[src/rtl/bus_rr_arbiter.sv]
// bus_rr_arbiter: round-robin arbiter funnelling NUM_REQ requesters onto one
// bus slave port. One transfer in flight at a time: IDLE -> BUSY -> DONE.
// Optional feature: define BUS_RR_ARBITER_TIMEOUT_EN to abort transfers whose
// slave has not answered within TIMEOUT busy cycles (m_err=1, rdata DEADBEEF).
module bus_rr_arbiter #(
  parameter int NUM_REQ = 4,
  parameter int TIMEOUT = 255
) (
  input  logic                    clk,
  input  logic                    rst,
  input  logic [NUM_REQ-1:0]      m_req,
  input  logic [NUM_REQ-1:0]      m_rw,
  input  logic [NUM_REQ*32-1:0]   m_addr,
  input  logic [NUM_REQ*32-1:0]   m_wdata,
  output logic [NUM_REQ-1:0]      m_gnt,
  output logic [31:0]             m_rdata,
  output logic                    m_err,
  output logic                    bus_req,
  output logic                    bus_rw,
  output logic [31:0]             bus_addr,
  output logic [31:0]             bus_wdata,
  input  logic                    bus_gnt,
  input  logic [31:0]             bus_rdata
);

  localparam int OW = (NUM_REQ > 1) ? $clog2(NUM_REQ) : 1;
  localparam logic [OW-1:0] LAST = OW'(NUM_REQ - 1);
  localparam logic [31:0]   ABORT_DATA = 32'hDEAD_BEEF;

  typedef enum logic [1:0] {IDLE, BUSY, DONE} state_t;

  state_t                    state, state_nxt;
  logic [OW-1:0]             owner, last_owner, winner;
  logic                      any_req;
  logic                      tmo;
  logic [NUM_REQ-1:0][31:0]  addr_a, wdata_a;

  // Per-requester views of the flat address/data buses.
  assign addr_a  = m_addr;
  assign wdata_a = m_wdata;
  assign any_req = |m_req;

  // Round-robin pick: first requester found scanning from last_owner+1, wrapping.
  always_comb begin
    logic [OW:0]   sum;
    logic [OW-1:0] cand;
    logic          found;
    winner = last_owner;
    found  = 1'b0;
    sum    = '0;
    cand   = '0;
    for (int k = 1; k <= NUM_REQ; k++) begin
      sum = {1'b0, last_owner} + (OW+1)'(k);
      if (sum >= (OW+1)'(NUM_REQ)) sum = sum - (OW+1)'(NUM_REQ);
      cand = sum[OW-1:0];
      if (!found && m_req[cand]) begin
        winner = cand;
        found  = 1'b1;
      end
    end
  end

`ifdef BUS_RR_ARBITER_TIMEOUT_EN
  localparam int CW = $clog2(TIMEOUT + 1);
  logic [CW-1:0] tcnt;

  // Busy-cycle counter: cleared when a transfer is launched, counts ungranted BUSY cycles.
  always_ff @(posedge clk or posedge rst) begin
    if (rst)                          tcnt <= '0;
    else if (state == IDLE && any_req) tcnt <= '0;
    else if (state == BUSY && !bus_gnt) tcnt <= tcnt + 1'b1;
  end

  // Abort on the last allowed busy cycle; a grant in that same cycle wins.
  assign tmo = (state == BUSY) && !bus_gnt && (tcnt == CW'(TIMEOUT - 1));
`else
  assign tmo = 1'b0;
`endif

  // State register.
  always_ff @(posedge clk or posedge rst) begin
    if (rst) state <= IDLE;
    else     state <= state_nxt;
  end

  // Next-state: launch on any request, finish on grant or abort, DONE lasts one cycle.
  always_comb begin
    state_nxt = state;
    case (state)
      IDLE:    if (any_req)       state_nxt = BUSY;
      BUSY:    if (bus_gnt || tmo) state_nxt = DONE;
      DONE:                       state_nxt = IDLE;
      default:                    state_nxt = IDLE;
    endcase
  end

  // Datapath: latch the winner's request, drive the bus, return the completion pulse.
  always_ff @(posedge clk or posedge rst) begin
    if (rst) begin
      owner      <= '0;
      last_owner <= LAST;
      bus_req    <= 1'b0;
      bus_rw     <= 1'b0;
      bus_addr   <= '0;
      bus_wdata  <= '0;
      m_gnt      <= '0;
      m_rdata    <= '0;
    end else begin
      m_gnt <= '0;
      case (state)
        IDLE: if (any_req) begin
          owner     <= winner;
          bus_req   <= 1'b1;
          bus_rw    <= m_rw[winner];
          bus_addr  <= addr_a[winner];
          bus_wdata <= wdata_a[winner];
        end
        BUSY: if (bus_gnt) begin
          m_rdata       <= bus_rdata;
          m_gnt[owner]  <= 1'b1;
          bus_req       <= 1'b0;
          last_owner    <= owner;
        end else if (tmo) begin
          m_rdata       <= ABORT_DATA;
          m_gnt[owner]  <= 1'b1;
          bus_req       <= 1'b0;
          last_owner    <= owner;
        end
        default: ;
      endcase
    end
  end

`ifdef BUS_RR_ARBITER_TIMEOUT_EN
  logic err_q;

  // Error flag is a pulse aligned with m_gnt, set only for aborted transfers.
  always_ff @(posedge clk or posedge rst) begin
    if (rst) err_q <= 1'b0;
    else     err_q <= tmo;
  end

  assign m_err = err_q;
`else
  assign m_err = 1'b0;
`endif

endmodule

[config.mk]
export PLATFORM = sky130hd
export DESIGN_NAME = bus_rr_arbiter
export DESIGN_NICKNAME = d
export VERILOG_FILES = /design/src/rtl/bus_rr_arbiter.sv
export SDC_FILE = /design/constraint.sdc
export NUM_CORES = 1
export LEC_CHECK = 0
export CORE_AREA = 2 2 155 157
export CTS_CLUSTER_DIAMETER = 60
export DETAILED_ROUTE_END_ITERATION = 10
export DIE_AREA = 0 0 157 159
export GPL_TIMING_DRIVEN = 0
export PLACE_DENSITY = 0.71
export SYNTH_ARGS = -nofsm -noshare
export SYNTH_HDL_FRONTEND = slang
export SYNTH_SLANG_ARGS = --single-unit
[constraint.sdc]
create_clock -name clk -period 4.1 [get_ports clk]
set_clock_uncertainty 0.1 [all_clocks]
set_input_delay 0.82 -clock clk [delete_from_list [all_inputs] [get_ports clk]]
set_output_delay 0.82 -clock clk [all_outputs]
set_load 0.005 [all_outputs]
Word level (Yosys, flattened, before mapping)
Index checks and enable logic that the tools add are counted.
Word-level totals
  flip-flop bits (word level): 108
  input bits: 299
  logic and storage cells: 80
Cells by class
  add/subtract/negate cells: 8
  magnitude comparators: 11
  eq/ne operators: 3
  mux-type cells: 35
  reduce and logical (&&, ||, !) cells: 14
Operators by type and width (number)
  32-bit binary-select mux with 2-bit select: 2
  32-bit 2-to-1 mux: 2
  2-bit 2-to-1 mux: 10
  2-bit by 3-bit < comparator with 1-bit output (second input constant): 6
  3-bit greater-or-equal comparator (second input constant): 4
  1-bit 2-to-1 mux: 11
  1-bit binary-select mux with 2-bit select: 5
  4-bit 2-to-1 mux: 2
  2-bit by 1-bit subtractor with 2-bit output (second input constant): 4
  2-bit by 2-bit adder with 3-bit output (second input constant): 2
  2-bit AND reduction: 3
  1-bit logical AND: 4
  2-bit != test (second input constant): 2
  2-bit case mux with 2 select lines: 1
  4-bit OR reduction: 1
  2-bit by 1-bit adder with 3-bit output (second input constant): 1
  2-bit by 3-bit adder with 3-bit output (second input constant): 1
  1-bit zero test: 3
  3-bit AND reduction: 1
  1-bit demux with 2-bit select: 1
  2-bit by 1-bit equality test with 1-bit output (second input constant): 1
  2-bit by 1-bit greater-or-equal comparator with 1-bit output (second input constant): 1
  2-bit zero test: 1
  1-bit case mux with 2 select lines: 1
  2-bit nonzero test: 1

Depth between registers and ports, before layout
Gate-level depths: netlist of the first run.
  depth after elaboration: 17
  mapped depth: 9
  depth with buffers taken out: 5

Least setup slack after synthesis of the first run
Ideal clock, no wire load.
  kind: input to register
  from: in m_req[3]
  to: reg bus_addr[19]
  data arrival time: 2016 ps
  data required time: 3858 ps
  path slack: 1842 ps
  cell stages on the path: 8
  buffers on the path: 3
  cell sequence: mux2i_1 > nor2_1 > or3_1 > buf_2 > buf_12 > buf_12 > mux2i_1 > o221ai_1
On the way
  longest elaborated chain between the ends: 14
Ends and longest elaborated chain
  from (decl): line 11  | input logic [NUM_REQ-1:0] m_req,
  1-bit binary-select mux with 2-bit select: line 56  | if (!found && m_req[cand]) begin
  1-bit 2-to-1 mux (not written as such): line 56
  1-bit 2-to-1 mux: line 56
  1-bit zero test: line 56
  1-bit logical AND: line 56
  1-bit 2-to-1 mux: line 56
  1-bit zero test: line 56
  1-bit logical AND: line 56
  1-bit 2-to-1 mux: line 56
  1-bit zero test: line 56
  1-bit logical AND: line 56
  2-bit 2-to-1 mux: line 56
  32-bit binary-select mux with 2-bit select: line 115  | bus_addr <= addr_a[winner];
  32-bit 2-to-1 mux (not written as such): line 115
  to (signal assigned): line 115
  to (decl): line 20  | output logic [31:0] bus_addr,
Several ways; a longest one is shown, not always the timed one. The select of a mux whose other input is x is not followed.
A chain may end at the register's enable or synchronous reset.

Worst setup path after layout of the first run
  from: in m_req[3]
  to: reg state[0]
On the way
  longest elaborated chain between the ends: 3
Ends and longest elaborated chain
  4-bit OR reduction: line 41  | assign any_req = |m_req;
  2-bit != test (no line)
  2-bit AND reduction (no line)
  to (signal assigned): line 83  | else state <= state_nxt;
  to (decl): line 32  | state_t state, state_nxt;
No other way between the ends.

==> results of run 1 <==
## power groups by stage
stage,sequential (uW),combinational (uW),clock [uW]
after floorplan,1900,1810,0
after detailed placement,1880,3740,0
after global placement,1860,3710,0
final,1860,3690,921
after global routing,1920,4020,1000
after CTS,1860,3760,955
## cell type report
cell class | instances | area share
Timing Repair Buffer | 401 | 0.384
Multi-Input combinational cell | 397 | 0.256
Clock buffer | 9 | 0.0214
Inverter | 3 | 0.00155
Buffer | 46 | 0.0336
Clock inverter | 7 | 0.00821
Tap cell | 319 | 0.0380
Sequential cell | 108 | 0.257
## Yosys cell counts, types with 2 or more instances
library cell  count
buf_1             5
buf_12            8
buf_2             4
buf_8             3
clkbuf_1         24
dfrtp_1         106
dfstp_2           2
inv_1             2
mux2i_1         130
nand2_1         175
nand2b_1          5
nor2_1            4
nor3_1            2
o221ai_1         64
## critical path, cell delays in order
cell and delay (ns):
clkdlybuf4s50_1 0.48, nor2_1 0.21, a211o_1 0.15, clkbuf_1 0.43
clkbuf_1 0.62, buf_1 0.48, o21ai_0 0.18
## path summary, 6_finish.rpt
kind | startpoint | end | slack (ns)
max | m_req[3] | state[0]$_DFFE_PP0P_ | 0.83
min | m_rdata[26]$_DFFE_PP0P_ | m_rdata[26]$_DFFE_PP0P_ | 0.38
max reg2reg | last_owner[1]$_DFFE_PP1P_ | bus_wdata[15]$_DFFE_PP0P_ | 1.52
min reg2reg | m_rdata[26]$_DFFE_PP0P_ | m_rdata[26]$_DFFE_PP0P_ | 0.38
max in group asynchronous | rst | last_owner[1]$_DFFE_PP1P_ | 2.42
min in group asynchronous | rst | bus_wdata[13]$_DFFE_PP0P_ | 0.76
## registers in the layout (all words and copies together) (netlist names)
register / flops
last_owner: 2
bus_addr: 32
m_gnt: 4
owner: 2
bus_rw: 1
state: 2
bus_wdata: 32
bus_req: 1
m_rdata: 32
## through the flow
| step | setup slack, ns | hold slack (ns) | instance area [um^2] | setup TNS (ns) |
|---|---|---|---|---|
| after floorplan | 0.338 | 0.359 | 5760 | 0 |
| after global placement | -1.55 | 0.359 | 10200 | -163.54 |
| after detailed placement | 0.315 | 0.361 | 10200 | 0 |
| after CTS | 0.695 | 0.382 | 10500 | 0 |
| after global routing | 0.579 | 0.405 | 10500 | 0 |
| final | 0.833 | 0.375 | 10500 | 0 |
## routing by layer
metal  share of wire  track usage  vias to the layer above
li1                -            -                     2803
met1            0.41        0.222                     2785
met2            0.50        0.327                      249
met3           0.078       0.0452                       19
met4           0.014       0.0455                        0
met5               0            0                        -
## logic make-up (layout without fill, tap and decap cells)
kind of cell | after synthesis | after routing | share of synthesized area
mux | 130 | 130 | 0.226
other cells | 1 | 1 | 0.000651
compound gates | 73 | 73 | 0.108
flops | 108 | 108 | 0.469
buf+inv | 49 | 466 | 0.0632
simple gates | 193 | 193 | 0.133
==> impl_metrics.py, run 1 <==
metrics = {
    "critical_path": {
        "path_class": "input pin to register",
        "endpoint_kind": "register",
        "crit_required_ns": 4.21,
        "path_max_fanout": 10,
        "crit_arrival_ns": 3.37,
        "cp-start-kind": "input pin",
        "reg2reg_depth": 7,
    },
    "final_layout": {
        "drive_gt1_frac": 0.0391,
        "final_net_count": 1265,
        "regArea_um2": 2710,
        "final_util": 0.453,
        "layout_commonest_cell": "clkdlybuf4s50_1",
        "layoutNonFillerInstCount": 1290,
        "diodes": 0,
        "final_cell_mix": "clkdlybuf4s50_1 (400), nand2_1 (175), mux2i_1 (130)",
        "fill_cells": 2252,
        "area_growth_syn_to_layout_pct": 82.4,
        "multi_input_area_um2": 2690,
    },
    "synthesis": {
        "yosys-top-cells-area": "dfrtp_1 (46%), mux2i_1 (23%), nand2_1 (11%)",
        "synth.top_cell.area_share": 0.460,
        "syn_avg_cell_area_um2": 10.4,
        "synth_seq_cells": 108,
        "yosysSeqAreaShare": 0.469,
        "synth.distinct_cells": 34,
        "syn_area_um2": 5760,
        "yosys_warnings": 0,
        "synthFlopType": "dfrtp_1",
        "yosys.area.top_type": "dfrtp_1",
        "synth-edff-count": 0,
        "syn-num-nets": 853,
        "netlist_instances": 554,
        "async_reset_ff_frac": 1.00,
    },
    "power_and_ir_drop": {
        "seq_power_share": 0.287,
        "power.share.combinational": 0.570,
        "p_clk_frac": 0.142,
        "power_leakage_uw": 0.00467,
        "swShare": 0.377,
        "powerDensity_nw_per_um2": 615,
        "finalPower_uw": 6470,
        "vdd_drop_max_v": 0.000283,
        "internal-power_uw": 4030,
        "p_sw_uw": 2440,
    },
    "drt": {
        "wire_per_inst_um": 18.5,
        "drt_iter0_drc": 309,
        "wirelength_um": 23800,
        "first_pass_iters": 4,
        "vias": 5856,
        "antenna_left": 0,
        "drc_errors": 0,
        "viasPerCell": 4.54,
    },
    "sta": {
        "worst_pin_slew_ns": 0.735,
        "drv_slew": 0,
        "post-route-period-util": 0.797,
        "setup_viol": 0,
        "fmax_mhz": 306,
        "rsz0062_at_grt": "no",
        "slew_headroom": 0.510,
        "hold_viol_final": 0,
        "layout_min_cycle_time_ns": 3.27,
    },
    "run": {
        "cap_violations": 0,
    },
    "status": {
        "status": "completed",
    },
    "grt": {
        "grt_pass1_wl_um": 35100,
        "overflow": 0,
        "grt_max_degree": 63,
        "grt_pass1_vias": 6205,
        "antenna_found_initial": 0,
        "track_usage": 0.184,
    },
    "cts": {
        "cts_tree": "built",
        "clk_latency_ns": 0.35,
        "cts_sinks": 108,
        "holdBufCountCts": 0,
        "htree_levels": 3,
        "cts.path.max_buffers": 2,
        "cts-root-buf": "clkbuf_16",
        "postCtsSetupBuffers": 0,
        "cts_resized": 0,
        "cts_buffers": 9,
        "clk_pin_slew_ns": 0.08,
    },
    "floorplanning": {
        "fp.dieH_um": 159,
        "die_x_um": 157,
        "rows": 56,
        "die-area_um2": 25000,
        "core_um2": 23200,
        "io_pins": 402,
        "start_util": 0.248,
    },
    "worst_hold_path": {
        "min_path_type": "register to register",
        "min_path_cells": 2,
    },
    "placement": {
        "portBuffers": 400,
        "dp_cells": 1274,
        "dp_hpwl_um": 18800,
        "gp_congestion": 0.828,
    },
}
Note: power is estimated with default switching activity, not from simulation.
==> inputs of run 2 (changes only) <==
clock period = 3.3 ns   (was 4.1 ns; I/O delays follow)
==> run 2 against run 1 <==
Net effect: non-clock buffer count increased by 1; flip-flop and latch count unchanged; sequential power rose by 25%; combinational power grew 24%; sequential share of layout area hardly changed; via count up 1.3%; clock-buffer cell count did not move; wire length grew 3.6%; utilization rose by 0.054 points; total power grew 25%; highest routed layer unchanged.
==> impl_metrics.py, run 2 (synthesis gave the netlist of run 1 again) <==
metrics = {
    "status": {
        "status": "completed",
    },
    "final_layout": {
        "final_cell_mix": "clkdlybuf4s50_1 (400), nand2_1 (175), mux2i_1 (130)",
        "reg_top3": "bus_addr: 32 flops, bus_wdata: 32 flops, m_rdata: 32 flops",
        "diodes": 0,
        "layout_commonest_cell": "clkdlybuf4s50_1",
        "area_growth_syn_to_layout_pct": 82.6,
        "final_net_count": 1266,
        "drive_gt1_frac": 0.0412,
    },
    "drt": {
        "vias": 5931,
        "first_pass_iters": 5,
        "viasPerCell": 4.59,
        "drc_errors": 0,
        "antenna_left": 0,
        "drt_iter0_drc": 320,
        "wirelength_um": 24700,
        "wire_per_inst_um": 19.1,
    },
    "critical_path": {
        "path_class": "input pin to register",
        "endpoint_kind": "register",
        "path_max_fanout": 10,
        "rr_startpoint": "last_owner[1]$_DFFE_PP1P_",
        "cp-start-kind": "input pin",
        "ff2ff_setup_slack_ns": 0.66,
        "startpoint": "m_req[3]",
        "reg2reg_to": "bus_wdata[30]$_DFFE_PP0P_",
        "crit_arrival_ns": 2.98,
        "reg2reg_depth": 7,
        "critPathCapture": "state[0]$_DFFE_PP0P_",
        "crit_required_ns": 3.40,
    },
    "grt": {
        "track_usage": 0.193,
        "grt_pass1_vias": 6241,
        "overflow": 0,
        "grt_max_degree": 39,
        "antenna_found_initial": 0,
        "grt_pass1_wl_um": 36600,
    },
    "placement": {
        "dp_hpwl_um": 19500,
        "portBuffers": 400,
        "place_ws_ns": -0.325,
        "gp_congestion": 0.844,
    },
    "cts": {
        "holdBufCountCts": 0,
        "clk_latency_ns": 0.35,
        "cts_buffers": 9,
        "postCtsSetupBuffers": 0,
        "clk_pin_slew_ns": 0.09,
        "cts_tree": "built",
        "cts_resized": 0,
        "cts_sinks": 108,
        "cts.path.max_buffers": 2,
        "cts-root-buf": "clkbuf_16",
        "htree_levels": 3,
    },
    "sta": {
        "drv_slew": 0,
        "post-route-period-util": 0.875,
        "holdWs_ns": 0.380,
        "worst_pin_slew_ns": 0.904,
        "layout_min_cycle_time_ns": 2.89,
        "hold_viol_final": 0,
        "timing.final.ws_setup_ns": 0.413,
        "fmax_mhz": 346,
        "fin_tns_setup_ns": 0,
        "rsz0062_at_grt": "no",
        "setup_viol": 0,
        "slew_headroom": 0.396,
    },
    "floorplanning": {
        "fp.dieH_um": 159,
        "core_um2": 23200,
        "rows": 56,
        "die_x_um": 157,
        "start_util": 0.248,
        "die-area_um2": 25000,
        "io_pins": 402,
    },
    "power_and_ir_drop": {
        "powerDensity_nw_per_um2": 766,
        "vdd_drop_max_v": 0.000315,
        "power_leakage_uw": 0.00468,
    },
    "run": {
        "cap_violations": 0,
    },
    "worst_hold_path": {
        "min_path_type": "register to register",
    },
}
==> run 2: changes by cell type in the layout (fill, tap and decap cells not counted), sizes merged <==
cell      delta
buf          +1
inv          -3
clkinvlp     +1
clkinv       +2
==> run 2: worst min-delay path by stage <==
stage | startpoint | end | slack [ns] | depth (start not counted)
4_1_cts | m_rdata[0]$_DFFE_PP0P_ | m_rdata[0]$_DFFE_PP0P_ | 0.38 | 2
5_1_grt | bus_addr[0]$_DFFE_PP0P_ | bus_addr[0]$_DFFE_PP0P_ | 0.40 | 2
3_5_place_dp | m_rdata[0]$_DFFE_PP0P_ | m_rdata[0]$_DFFE_PP0P_ | 0.36 | 2
2_1_floorplan | last_owner[0]$_DFFE_PP1P_ | last_owner[0]$_DFFE_PP1P_ | 0.36 | 2
3_3_place_gp | m_rdata[19]$_DFFE_PP0P_ | m_rdata[19]$_DFFE_PP0P_ | 0.36 | 2
6_report | m_rdata[12]$_DFFE_PP0P_ | m_rdata[12]$_DFFE_PP0P_ | 0.38 | 2
==> run 2: area by class of cell <==
cell class	instances	area [um^2]
clock inverters	7	86.3
clock buffers	9	225
fillers	2234	12700
multi-input cells	397	2690
repair buffers	402	4040
plain buffers	46	354
inverters	3	15.0
flip-flops and latches	108	2710
well taps	319	399
==> run 2: through the flow <==
step / utilization / cell area, um^2 / total power, uW / cells
4_1_cts: 0.454 / 10500 / 8180 / 1291
2_1_floorplan: - / 5770 / 4610 / 554
5_1_grt: 0.454 / 10500 / 8630 / 1291
3_5_place_dp: 0.440 / 10200 / 7000 / 1275
6_report: 0.454 / 10500 / 8060 / 1291
3_3_place_gp: 0.438 / 10200 / 6920 / 1273
==> run 2: power by group <==
group | internal (uW) | switching, uW
clock network | 545 | 600
registers | 1970 | 355
logic | 2490 | 2100
total | 5000 | 3060
==> run 2: worst max-delay path: stages <==
cell and delay [ns]:
clkdlybuf4s50_1 0.48, nor2_1 0.19, a211o_1 0.14, clkbuf_1 0.36
clkbuf_2 0.42, buf_1 0.52, o21ai_0 0.20
==> run 2: metal layers <==
metal	track usage	share of wire
met3	0.0471	0.081
met4	0.0546	0.021
met5	0	0
met1	0.237	0.41
met2	0.333	0.49
==> RTL change: new RTL, flow settings as in run 1 <==
`NUM_REQ`: 4 -> 2.
--- a/src/rtl/bus_rr_arbiter.sv
+++ b/src/rtl/bus_rr_arbiter.sv
@@ -4,5 +4,5 @@
 // slave has not answered within TIMEOUT busy cycles (m_err=1, rdata DEADBEEF).
 module bus_rr_arbiter #(
-  parameter int NUM_REQ = 4,
+  parameter int NUM_REQ = 2,
   parameter int TIMEOUT = 255
 ) (
Interface: changed (5 resized); port bits go from 402 to 268. The function was not compared with the original's and may differ.
==> RTL change against run 1 <==
- first-iteration DRC count is 11% lower
- wire length decreased by 23%
- worst setup slack gained 0.93 ns
- core utilization down 10 points
- sequential cell count is 4 lower
- register-to-register slack improved by 0.65 ns
- cell area shrank 22%
- worst hold slack got worse by 0.049 ns
- largest power group unchanged
- area after synthesis shrank 18%
- total power decreased by 15%
- count of clock-buffer cells in the layout is the same
==> RTL change: results <==
group,metric,value,unit
run_status,outcome,"finished, final reports clean",
placed_design,hpwl,13800,µm
routing,dr.pass1.iters,5,
sta,fin_hold_ws,0.327,ns
global_routing,grt_pass1_wl,27700,µm
placed_design,placed_area,0.00783,mm²
finish,nets,918,
finish,reg.largest.list,"bus_addr x32, bus_wdata x32, m_rdata x32",
global_routing,antenna_found_initial,0,
global_routing,grt_max_degree,68,
sta,slew_headroom,0.620,
placed_design,dp_worst_setup_slack,1.38,ns
clock_tree,cts-htree-levels,3,
pwr,power_leakage,3.14,nW
synth,synth_fp_nets,640,
synth,seq_area_frac_synth,0.550,
worst_setup_path,cp-endpoint,"bus_wdata[8]",
worst_setup_path,crit_path_start,"m_req[0]",
finish,nFillCells,2390,
worst_setup_path,r2r.worst_path.cells,5,
worst_setup_path,rr_startpoint,"state[0]",
placed_design,place_congestion,0.800,
worst_setup_path,rr_endpoint,"bus_wdata[10]",
finish,drive_gt1_frac,0.103,
worst_setup_path,r2r_setup_slack,2.17,ns
routing,wirelength,18300,µm
synth,ys_types,25,
placed_design,port-buffer-count,266,
synth,synth.top_cells.by_area,"dfrtp_1 54%, a31oi_1 8.6%, mux2_2 7.6%, a21oi_1 6.9%, nand3_1 6.9%",
worst_setup_path,cp.arrival,2.51,ns
synth,ys_async_sr_fraction,1.00,
finish,antenna_cells,0,
synth,synth_commonest_cells,"103 x dfrtp_1, 65 x a21oi_1, 65 x a31oi_1, 65 x nand3_1, 58 x o21ai_0",
global_routing,grt_pass1_vias,5034,
hold_path,min_path_type,"flip-flop to flip-flop",
routing,dr.first_iter.drc_count,276,
global_routing,track_usage,0.143,
pwr,ir_worst_vdd,0.000205,V
-- RTL change: cell types whose count changed after synthesis, sizes merged, moves of 65 or more --
| cell | delta |
|---|---|
| nand2 | -171 |
| mux2i | -130 |
| o21ai | +66 |
| nand3 | +65 |
-- RTL change: worst min-delay path by stage --
stage,startpoint,endpoint,cells after the start
2_1_floorplan,owner,m_gnt[0],1
3_3_place_gp,owner,m_gnt[0],1
3_5_place_dp,owner,m_gnt[0],1
4_1_cts,owner,m_gnt[0],1
5_1_grt,owner,m_gnt[0],1
6_report,owner,m_gnt[0],1
-- RTL change: cell type report --
type	count	area, µm²	share of cell area
Buffer	55	278	0.0340
Timing Repair Buffer	267	2690	0.330
Clock inverter	7	110	0.0135
Sequential cell	104	2600	0.319
Tap cell	319	399	0.0489
Multi-Input combinational cell	311	1840	0.226
Clock buffer	9	225	0.0276
Inverter	3	13.8	0.00169
-- RTL change: metal layers --
metal | up-vias | GRT usage | wire, µm
li1 | 2299 | - | -
met2 | 224 | 0.249 | 8970
met3 | 38 | 0.0389 | 1390
met4 | 0 | 0.0638 | 626
met1 | 2384 | 0.163 | 7310
met5 | - | 0 | 0
-- RTL change: critical path: cells and delay by family --
family / cells / cell delay, ns
buffers and inverters: 3 / 1.22
and+or+nand+nor: 2 / 0.27
AOI/OAI and AO/OA: 1 / 0.18
-- RTL change: report_power, final --
| part | internal, mW | switching (mW) |
|---|---|---|
| registers | 1.55 | 0.272 |
| logic | 1.53 | 1.19 |
| clock network | 0.550 | 0.432 |
| total | 3.63 | 1.89 |
-- RTL change: cells by family after synthesis --
kind of cell	share of synthesized area
compound gates	0.227
mux	0.0761
simple gates	0.0851
flops	0.550
buf+inv	0.0610
other cells	0.000792
-- RTL change: metrics by stage --
stage / TNS [ns] / cells
4_1_cts: 0 / 1075
2_1_floorplan: 0 / 473
6_report: 0 / 1075
3_5_place_dp: 0 / 1059
3_3_place_gp: -142.30 / 1058
5_1_grt: 0 / 1075
